<file path="src/rtl/rv_ctrl_pkg.sv">
// rv_ctrl_pkg: shared opcodes, state codes, select encodings and strobe bundle
//   for the multi-cycle RV32I controller. The TRAP state code (11) exists
//   only when MC_CTRL_TRAP_EN is defined.
package rv_ctrl_pkg;
    localparam logic [6:0] OP_R   = 7'h33;
    localparam logic [6:0] OP_I   = 7'h13;
    localparam logic [6:0] OP_LD  = 7'h03;
    localparam logic [6:0] OP_ST  = 7'h23;
    localparam logic [6:0] OP_BR  = 7'h63;
    localparam logic [6:0] OP_JAL = 7'h6F;

    localparam logic [1:0] ALU_ADD = 2'b00;
    localparam logic [1:0] ALU_SUB = 2'b01;
    localparam logic [1:0] ALU_FN  = 2'b10;

    localparam logic [1:0] SRCA_PC    = 2'b00;
    localparam logic [1:0] SRCA_RS1   = 2'b01;
    localparam logic [1:0] SRCA_OLDPC = 2'b10;

    localparam logic [1:0] SRCB_RS2 = 2'b00;
    localparam logic [1:0] SRCB_4   = 2'b01;
    localparam logic [1:0] SRCB_IMM = 2'b10;

    localparam logic [1:0] PCSRC_ALU = 2'b00;
    localparam logic [1:0] PCSRC_OUT = 2'b01;

    localparam logic [1:0] M2R_ALU = 2'b00;
    localparam logic [1:0] M2R_MDR = 2'b01;
    localparam logic [1:0] M2R_PC4 = 2'b10;

    typedef enum logic [3:0] {
        ST_FETCH    = 4'd0,
        ST_DECODE   = 4'd1,
        ST_EXEC_R   = 4'd2,
        ST_EXEC_I   = 4'd3,
        ST_WB_ALU   = 4'd4,
        ST_MEM_ADDR = 4'd5,
        ST_MEM_RD   = 4'd6,
        ST_WB_MEM   = 4'd7,
        ST_MEM_WR   = 4'd8,
        ST_BRANCH   = 4'd9,
`ifdef MC_CTRL_TRAP_EN
        ST_JAL      = 4'd10,
        ST_TRAP     = 4'd11
`else
        ST_JAL      = 4'd10
`endif
    } state_e;

    typedef struct packed {
        logic       mem_req;
        logic       mem_write;
        logic       iord;
        logic       ir_write;
        logic       pc_write;
        logic [1:0] pc_src;
        logic [1:0] alu_src_a;
        logic [1:0] alu_src_b;
        logic [1:0] alu_op;
        logic       reg_write;
        logic [1:0] mem_to_reg;
    } ctrl_t;

    function automatic logic is_mem_state(state_e s);
        return s inside {ST_FETCH, ST_MEM_RD, ST_MEM_WR};
    endfunction
endpackage

</file>
<file path="src/rtl/multicycle_control_wait.sv">
// mc_wait_counter: saturating memory wait counter.
//   clk, rst   : clock, synchronous active-high reset
//   clr_i      : clear to zero (wins over en_i)
//   en_i       : count one wait cycle, saturating at MAX_WAIT
//   timeout_o  : high in the wait cycle that brings the count to MAX_WAIT
module mc_wait_counter #(
    parameter int MAX_WAIT = 15,
    parameter int WAIT_W   = 8
) (
    input  logic clk,
    input  logic rst,
    input  logic clr_i,
    input  logic en_i,
    output logic timeout_o
);
    localparam logic [WAIT_W-1:0] MAX_C = WAIT_W'(MAX_WAIT);

    logic [WAIT_W-1:0] count_q, count_d;

    assign count_d   = clr_i ? '0 : (en_i && count_q != MAX_C) ? count_q + 1'b1 : count_q;
    assign timeout_o = en_i && (count_q >= MAX_C - 1'b1);

    always_ff @(posedge clk) begin
        if (rst) count_q <= '0;
        else     count_q <= count_d;
    end
endmodule

</file>
<file path="src/rtl/multicycle_control.sv">
// multicycle_control: multi-cycle RV32I main controller (FETCH/DECODE/EXEC/MEM/WB).
//   Inputs : clk, rst (sync, active-high), instr[ILEN], zero, mem_ready
//   Outputs: mem_req, mem_write, iord, ir_write, pc_write, pc_src[2], alu_src_a[2],
//            alu_src_b[2], alu_op[2], reg_write, mem_to_reg[2], state_o[4], fault
//   MC_CTRL_TRAP_EN: adds TRAP state for illegal opcodes and memory timeouts
//   (sticky fault); without it illegal opcodes act as NOP and stalls wait forever.
module multicycle_control
    import rv_ctrl_pkg::*;
#(
    parameter int ILEN     = 32,
    parameter int MAX_WAIT = 15,
    parameter int WAIT_W   = 8
) (
    input  logic            clk,
    input  logic            rst,
    input  logic [ILEN-1:0] instr,
    input  logic            zero,
    input  logic            mem_ready,
    output logic            mem_req,
    output logic            mem_write,
    output logic            iord,
    output logic            ir_write,
    output logic            pc_write,
    output logic [1:0]      pc_src,
    output logic [1:0]      alu_src_a,
    output logic [1:0]      alu_src_b,
    output logic [1:0]      alu_op,
    output logic            reg_write,
    output logic [1:0]      mem_to_reg,
    output logic [3:0]      state_o,
    output logic            fault
);
    state_e     state_q, state_d, stall_s, illegal_s;
    ctrl_t      c;
    logic [6:0] op;
    logic       timeout, unused_ok;

    assign op = instr[6:0];

    mc_wait_counter #(.MAX_WAIT(MAX_WAIT), .WAIT_W(WAIT_W)) u_wait (
        .clk       (clk),
        .rst       (rst),
        .clr_i     ((c.mem_req && mem_ready) || (is_mem_state(state_d) && state_d != state_q)),
        .en_i      (c.mem_req && !mem_ready),
        .timeout_o (timeout)
    );

`ifdef MC_CTRL_TRAP_EN
    logic fault_q, fault_d;
    assign stall_s   = timeout ? ST_TRAP : state_q;
    assign illegal_s = ST_TRAP;
    assign fault_d   = fault_q || state_d == ST_TRAP;
    assign fault     = fault_q && !rst;
    assign unused_ok = ^instr[ILEN-1:7];
    always_ff @(posedge clk) begin
        if (rst) fault_q <= 1'b0;
        else     fault_q <= fault_d;
    end
`else
    assign stall_s   = state_q;
    assign illegal_s = ST_FETCH;
    assign fault     = 1'b0;
    assign unused_ok = ^{instr[ILEN-1:7], timeout};
`endif

    always_ff @(posedge clk) begin
        if (rst) state_q <= ST_FETCH;
        else     state_q <= state_d;
    end

    always_comb begin
        c       = '0;
        state_d = state_q;
        case (state_q)
            ST_FETCH: begin
                c.mem_req   = 1'b1;
                c.alu_src_a = SRCA_PC;
                c.alu_src_b = SRCB_4;
                c.alu_op    = ALU_ADD;
                c.ir_write  = mem_ready;
                c.pc_write  = mem_ready;
                c.pc_src    = PCSRC_ALU;
                state_d     = mem_ready ? ST_DECODE : stall_s;
            end
            ST_DECODE: begin
                c.alu_src_a = SRCA_OLDPC;
                c.alu_src_b = SRCB_IMM;
                c.alu_op    = ALU_ADD;
                state_d     = op == OP_R   ? ST_EXEC_R :
                              op == OP_I   ? ST_EXEC_I :
                              (op == OP_LD || op == OP_ST) ? ST_MEM_ADDR :
                              op == OP_BR  ? ST_BRANCH :
                              op == OP_JAL ? ST_JAL : illegal_s;
            end
            ST_EXEC_R: begin
                c.alu_src_a = SRCA_RS1;
                c.alu_src_b = SRCB_RS2;
                c.alu_op    = ALU_FN;
                state_d     = ST_WB_ALU;
            end
            ST_EXEC_I: begin
                c.alu_src_a = SRCA_RS1;
                c.alu_src_b = SRCB_IMM;
                c.alu_op    = ALU_FN;
                state_d     = ST_WB_ALU;
            end
            ST_WB_ALU: begin
                c.reg_write  = 1'b1;
                c.mem_to_reg = M2R_ALU;
                state_d      = ST_FETCH;
            end
            ST_MEM_ADDR: begin
                c.alu_src_a = SRCA_RS1;
                c.alu_src_b = SRCB_IMM;
                c.alu_op    = ALU_ADD;
                state_d     = op == OP_LD ? ST_MEM_RD : ST_MEM_WR;
            end
            ST_MEM_RD: begin
                c.mem_req = 1'b1;
                c.iord    = 1'b1;
                state_d   = mem_ready ? ST_WB_MEM : stall_s;
            end
            ST_WB_MEM: begin
                c.reg_write  = 1'b1;
                c.mem_to_reg = M2R_MDR;
                state_d      = ST_FETCH;
            end
            ST_MEM_WR: begin
                c.mem_req   = 1'b1;
                c.mem_write = 1'b1;
                c.iord      = 1'b1;
                state_d     = mem_ready ? ST_FETCH : stall_s;
            end
            ST_BRANCH: begin
                c.alu_src_a = SRCA_RS1;
                c.alu_src_b = SRCB_RS2;
                c.alu_op    = ALU_SUB;
                c.pc_src    = PCSRC_OUT;
                c.pc_write  = zero;
                state_d     = ST_FETCH;
            end
            ST_JAL: begin
                c.pc_write   = 1'b1;
                c.pc_src     = PCSRC_OUT;
                c.reg_write  = 1'b1;
                c.mem_to_reg = M2R_PC4;
                state_d      = ST_FETCH;
            end
`ifdef MC_CTRL_TRAP_EN
            ST_TRAP: state_d = ST_TRAP;
`endif
            default: state_d = ST_FETCH;
        endcase
    end

    // Reset forces every strobe low combinationally so a pending access drops at once.
    assign {mem_req, mem_write, iord, ir_write, pc_write, pc_src, alu_src_a,
            alu_src_b, alu_op, reg_write, mem_to_reg} = rst ? '0 : c;
    assign state_o = rst ? 4'd0 : state_q;
endmodule
</file>
<file path="config.mk">
export PLATFORM = sky130hd
export DESIGN_NAME = multicycle_control
export DESIGN_NICKNAME = d
export VERILOG_FILES = /design/src/rtl/rv_ctrl_pkg.sv /design/src/rtl/multicycle_control_wait.sv /design/src/rtl/multicycle_control.sv
export SDC_FILE = /design/constraint.sdc
export NUM_CORES = 1
export LEC_CHECK = 0
export CAP_MARGIN = 15
export CELL_PAD_IN_SITES_DETAIL_PLACEMENT = 1
export CELL_PAD_IN_SITES_GLOBAL_PLACEMENT = 2
export CORE_ASPECT_RATIO = 1.2
export CORE_MARGIN = 5
export CORE_UTILIZATION = 29
export DETAILED_ROUTE_END_ITERATION = 10
export DONT_BUFFER_PORTS = 1
export PLACE_DENSITY_LB_ADDON = 0.3
export SKIP_CTS_REPAIR_TIMING = 1
export SYNTH_ARGS = -nofsm -noshare
export SYNTH_HDL_FRONTEND = slang
export SYNTH_SLANG_ARGS = --single-unit
export TNS_END_PERCENT = 50
</file>
<file path="constraint.sdc">
create_clock -name clk -period 3.45 [get_ports clk]
set_input_delay 0.1725 -clock clk [delete_from_list [all_inputs] [get_ports clk]]
set_output_delay 0.1725 -clock clk [all_outputs]
set_load 0.01 [all_outputs]
</file>
== Word-level counts from Yosys, hierarchy flattened ==
Cells that the tools add are included.
Operators by class
  reductions and logical operators: 6
  multiplexer cells: 19
  eq/ne operators: 19
Operators by type and width (number)
  $mux 4: 10
  $pmux 6 s6: 1
  $pmux 4 s6: 1
  $pmux 3 s3: 2
  $eq 4x3->1 const B: 4
  $mux 16: 1
  $eq 7x6->1 const B: 2
  $eq 7x7->1 const B: 2
  $eq 4x4->1 const B: 3
  $eq 4x2->1 const B: 2
  $eq 7x2->1 const B: 1
  $eq 7x5->1 const B: 1
  $ne 2x2->1 const B: 3
  $eq 4x1->1 const B: 1
  $logic_not 4->1: 1
  $mux 1: 4
  $reduce_or 2->1: 2
  $reduce_and 3->1: 1
  $reduce_or 3->1: 1
  $logic_or 1x1->1: 1
Word-level totals
  flip-flop bits (word level): 4
  bits of input ports: 36
  logic and storage cells: 45

== Longest topological paths before layout ==
  word-level depth: 7
  depth in mapped cells: 6
  depth with buffers taken out: 4

== Worst setup path after synthesis ==
OpenSTA, ideal clock, no wires.
  path type: reg-to-output
  start point: register state_q[1] (netlist: stall_s[1])
  end point: output port pc_write
  cell stages (with the launch flop): 5
  arrival: 1.372 ns
  buffers on the path: 2
  setup slack: 1.906 ns
  cells stage by stage: dfxtp_1 -> buf_2 -> buf_2 -> a311oi_1 -> a2111oi_0
On the way
  cells in the longest elaborated chain, start to end: 3
Ends and longest elaborated chain
  start: declaration: RTL line multicycle_control.sv:33  | state_e state_q, state_d, stall_s, illegal_s;
  start signal: assignment: RTL line multicycle_control.sv:68  | else state_q <= state_d;
  $eq 4x4->1 / $logic_not 4->1 (equally long branches): RTL line multicycle_control.sv:74  | case (state_q)
  $pmux 3 s3 *: RTL line multicycle_control.sv:74
  $mux 16 *: RTL line multicycle_control.sv:158  | alu_src_b, alu_op, reg_write, mem_to_reg} = rst ? '0 : c;
  end: declaration: RTL line multicycle_control.sv:23  | output logic pc_write,
Every way passes the cells marked *; elsewhere a longest branch is shown, timed or not.

== Final worst setup path ==
  start point: register state_q[3] (netlist: stall_s[3])
  end point: output port pc_write
Same word-level chain as after synthesis.

==> results.py <==
metrics = {
    "routing": {
        "route.final.wire_length_um": 1780,
        "drt-vias-per-instance": 5.99,
        "vias": 623,
        "dr.pass1.iters": 2,
        "ant_nets": 0,
        "dr.first_iter.drc_count": 3,
        "drcViolationCount": 0,
        "routedWlPerCell_um": 17.1,
    },
    "yosys": {
        "syn_area_per_cell_um2": 6.82,
        "synth_compound_area_share_pct": 21.5,
        "ys_seq_area_share_pct": 13.3,
        "synth_area_leaders": "dfxtp_1, nor2_1, nand2b_1",
        "yosys.area_share.simple_pct": 48.5,
        "synthXorXnorAreaFrac_pct": 1.46,
        "synth_top_family_by_area": "simple AND/OR/NAND/NOR gates",
        "synth_cell_types": 37,
        "synthCells": 88,
        "synth_edf_count": 0,
        "synthAdderAreaFrac_pct": 0,
        "synth.cell_area_um2": 601,
        "synth_flop_cell": "dfxtp_1",
        "synthArstFlopShare_pct": 0,
        "ys_ff_latch": 4,
        "synth_warnings": 0,
        "yosys.area.top_type_share_pct": 13.3,
        "yosysTopAreaCell": "dfxtp_1",
        "synth.mux.area_fraction_pct": 5.42,
    },
    "floorplan": {
        "start_util_pct": 29.6,
        "rows": 18,
        "fp.dieW_um": 51.5,
        "io_pins": 57,
        "core_um2": 2030,
        "fp.dieH_um": 59.9,
        "die-area_um2": 3080,
    },
    "cts": {
        "cts_sinks": 4,
        "cts_root_buffer": "clkbuf_4",
        "cts_tree": "built",
        "numCtsBuffers": 3,
        "clk_latency_ns": 0.23,
        "htreeDepth": 1,
        "clk_pin_slew_ns": 0.04,
        "clock_path_buffers": 2,
    },
    "critical_path": {
        "reg2reg_depth": 4,
        "crit_fanout": 15,
        "critical_path_class": "flip-flop to primary output",
        "endpoint": "pc_write",
        "r2r_slack_ns": 1.81,
        "cp.arrival_ns": 1.96,
        "critPathLaunchType": "flip-flop",
        "end_kind": "primary output",
        "crit_path_start": "stall_s[3]",
        "rr_endpoint": "stall_s[1]",
        "crit_required_ns": 3.28,
        "r2r-start": "stall_s[0]",
    },
    "place": {
        "dp_hpwl_um": 1330,
        "gp_congestion": 0.772,
        "io_buffer_count": 0,
    },
    "sta": {
        "post-route-period-util_pct": 61.7,
        "drv_slew": 0,
        "skew_ns": 0.00383,
        "worstMarginPinSlew_ns": 0.876,
        "fmax_mhz": 470,
        "fin_crit_ns": 2.13,
        "hold_ws_ns": 0.0606,
        "rsz0062_at_grt": "false",
        "max_slew_margin_pct": 40.1,
        "hold_viol": 0,
        "final-setup-viol-count": 0,
        "tns_ns": 0,
    },
    "power": {
        "p_leak_nw": 0.191,
        "power_density_nw_per_um2": 225,
        "finalPower_w": 0.000137,
        "peakVddDrop_v": 0.000153,
    },
    "cells_and_area": {
        "final_common_cell": "nor2_1",
        "largest_reg_flops": 4,
        "syn2layout_area_growth_pct": 1.25,
        "utilization_pct": 30.0,
        "diodes": 0,
        "nets": 122,
        "mostFrequentLayoutCells": "nor2_1, a21oi_1, nand2b_1, nor3_1, dfxtp_1",
        "drive_gt1_share_pct": 13.1,
    },
    "global_routing": {
        "grt_pass1_vias": 670,
        "grt_max_degree": 19,
        "grt_pass1_wl_um": 2950,
        "overflow": 0,
        "antenna_found_initial": 0,
        "grt_use_total_pct": 12.2,
    },
    "status": {
        "status": "finished, final reports clean",
    },
    "job": {
        "drv_cap": 0,
    },
    "hold_path": {
        "hold_start": "mem_ready",
        "hold_class": "input pin to flip-flop",
    },
}
==> cell usage after synthesis (2+ instances only) <==
library cell	instances
nor2_1	18
a21oi_1	6
buf_2	5
nand2b_1	5
dfxtp_1	4
nor3_1	4
inv_1	3
nand2_1	3
nor2b_1	3
o21ai_0	3
buf_4	2
mux2_2	2
nor3_2	2
nor3b_1	2
nor4_1	2
o21ai_1	2
o32ai_1	2
==> metrics by stage <==
stage | instance area, µm² | cells | setup WS [ns]
floorplan | 604 | 89 | 1.91
global placement | 586 | 101 | 1.54
detailed placement | 586 | 101 | 1.55
CTS | 608 | 104 | 1.28
global route | 608 | 104 | 1.10
finish | 608 | 104 | 1.32
==> worst min path at each step <==
stage | cells after the start | end
6_report | 1 | stall_s[3]
5_1_grt | 1 | stall_s[3]
4_1_cts | 1 | stall_s[3]
3_5_place_dp | 1 | stall_s[3]
3_3_place_gp | 1 | stall_s[3]
2_1_floorplan | 1 | stall_s[3]
==> layer usage <==
layer  vias to the layer above  share of wire [%]  track usage [%]
met2                        22                 46             20.4
li1                        304                  -                -
met1                       295                 45             14.5
met4                         0               0.79             4.87
met3                         2                7.9             3.49
met5                         -                  0                0
==> where the power goes <==
part           switching [W]  internal [W]  leakage [nW]
combinational      0.0000167     0.0000119         0.145
sequential        0.00000416     0.0000476        0.0325
clock              0.0000175     0.0000388        0.0138
total              0.0000384     0.0000982         0.191
==> area by class of cell <==
cell class / instances / area, µm²
fill: 273 / 1420
multi-input combinational: 74 / 469
sequential: 4 / 80.1
tap: 20 / 25.0
clock buffer: 3 / 22.5
inverter: 3 / 11.3
==> kinds of logic after synthesis <==
logic type	after synthesis
compound gates	19
xor+xnor	1
buf+inv	11
flops	4
mux	3
other cells	1
simple gates	49
==> worst max-delay path: stages (launching register included) <==
cell       delay (ns)
dfxtp_1          0.63
nand2b_1         0.25
a2111oi_0        0.84
Note: power is estimated with default switching activity, not from simulation.
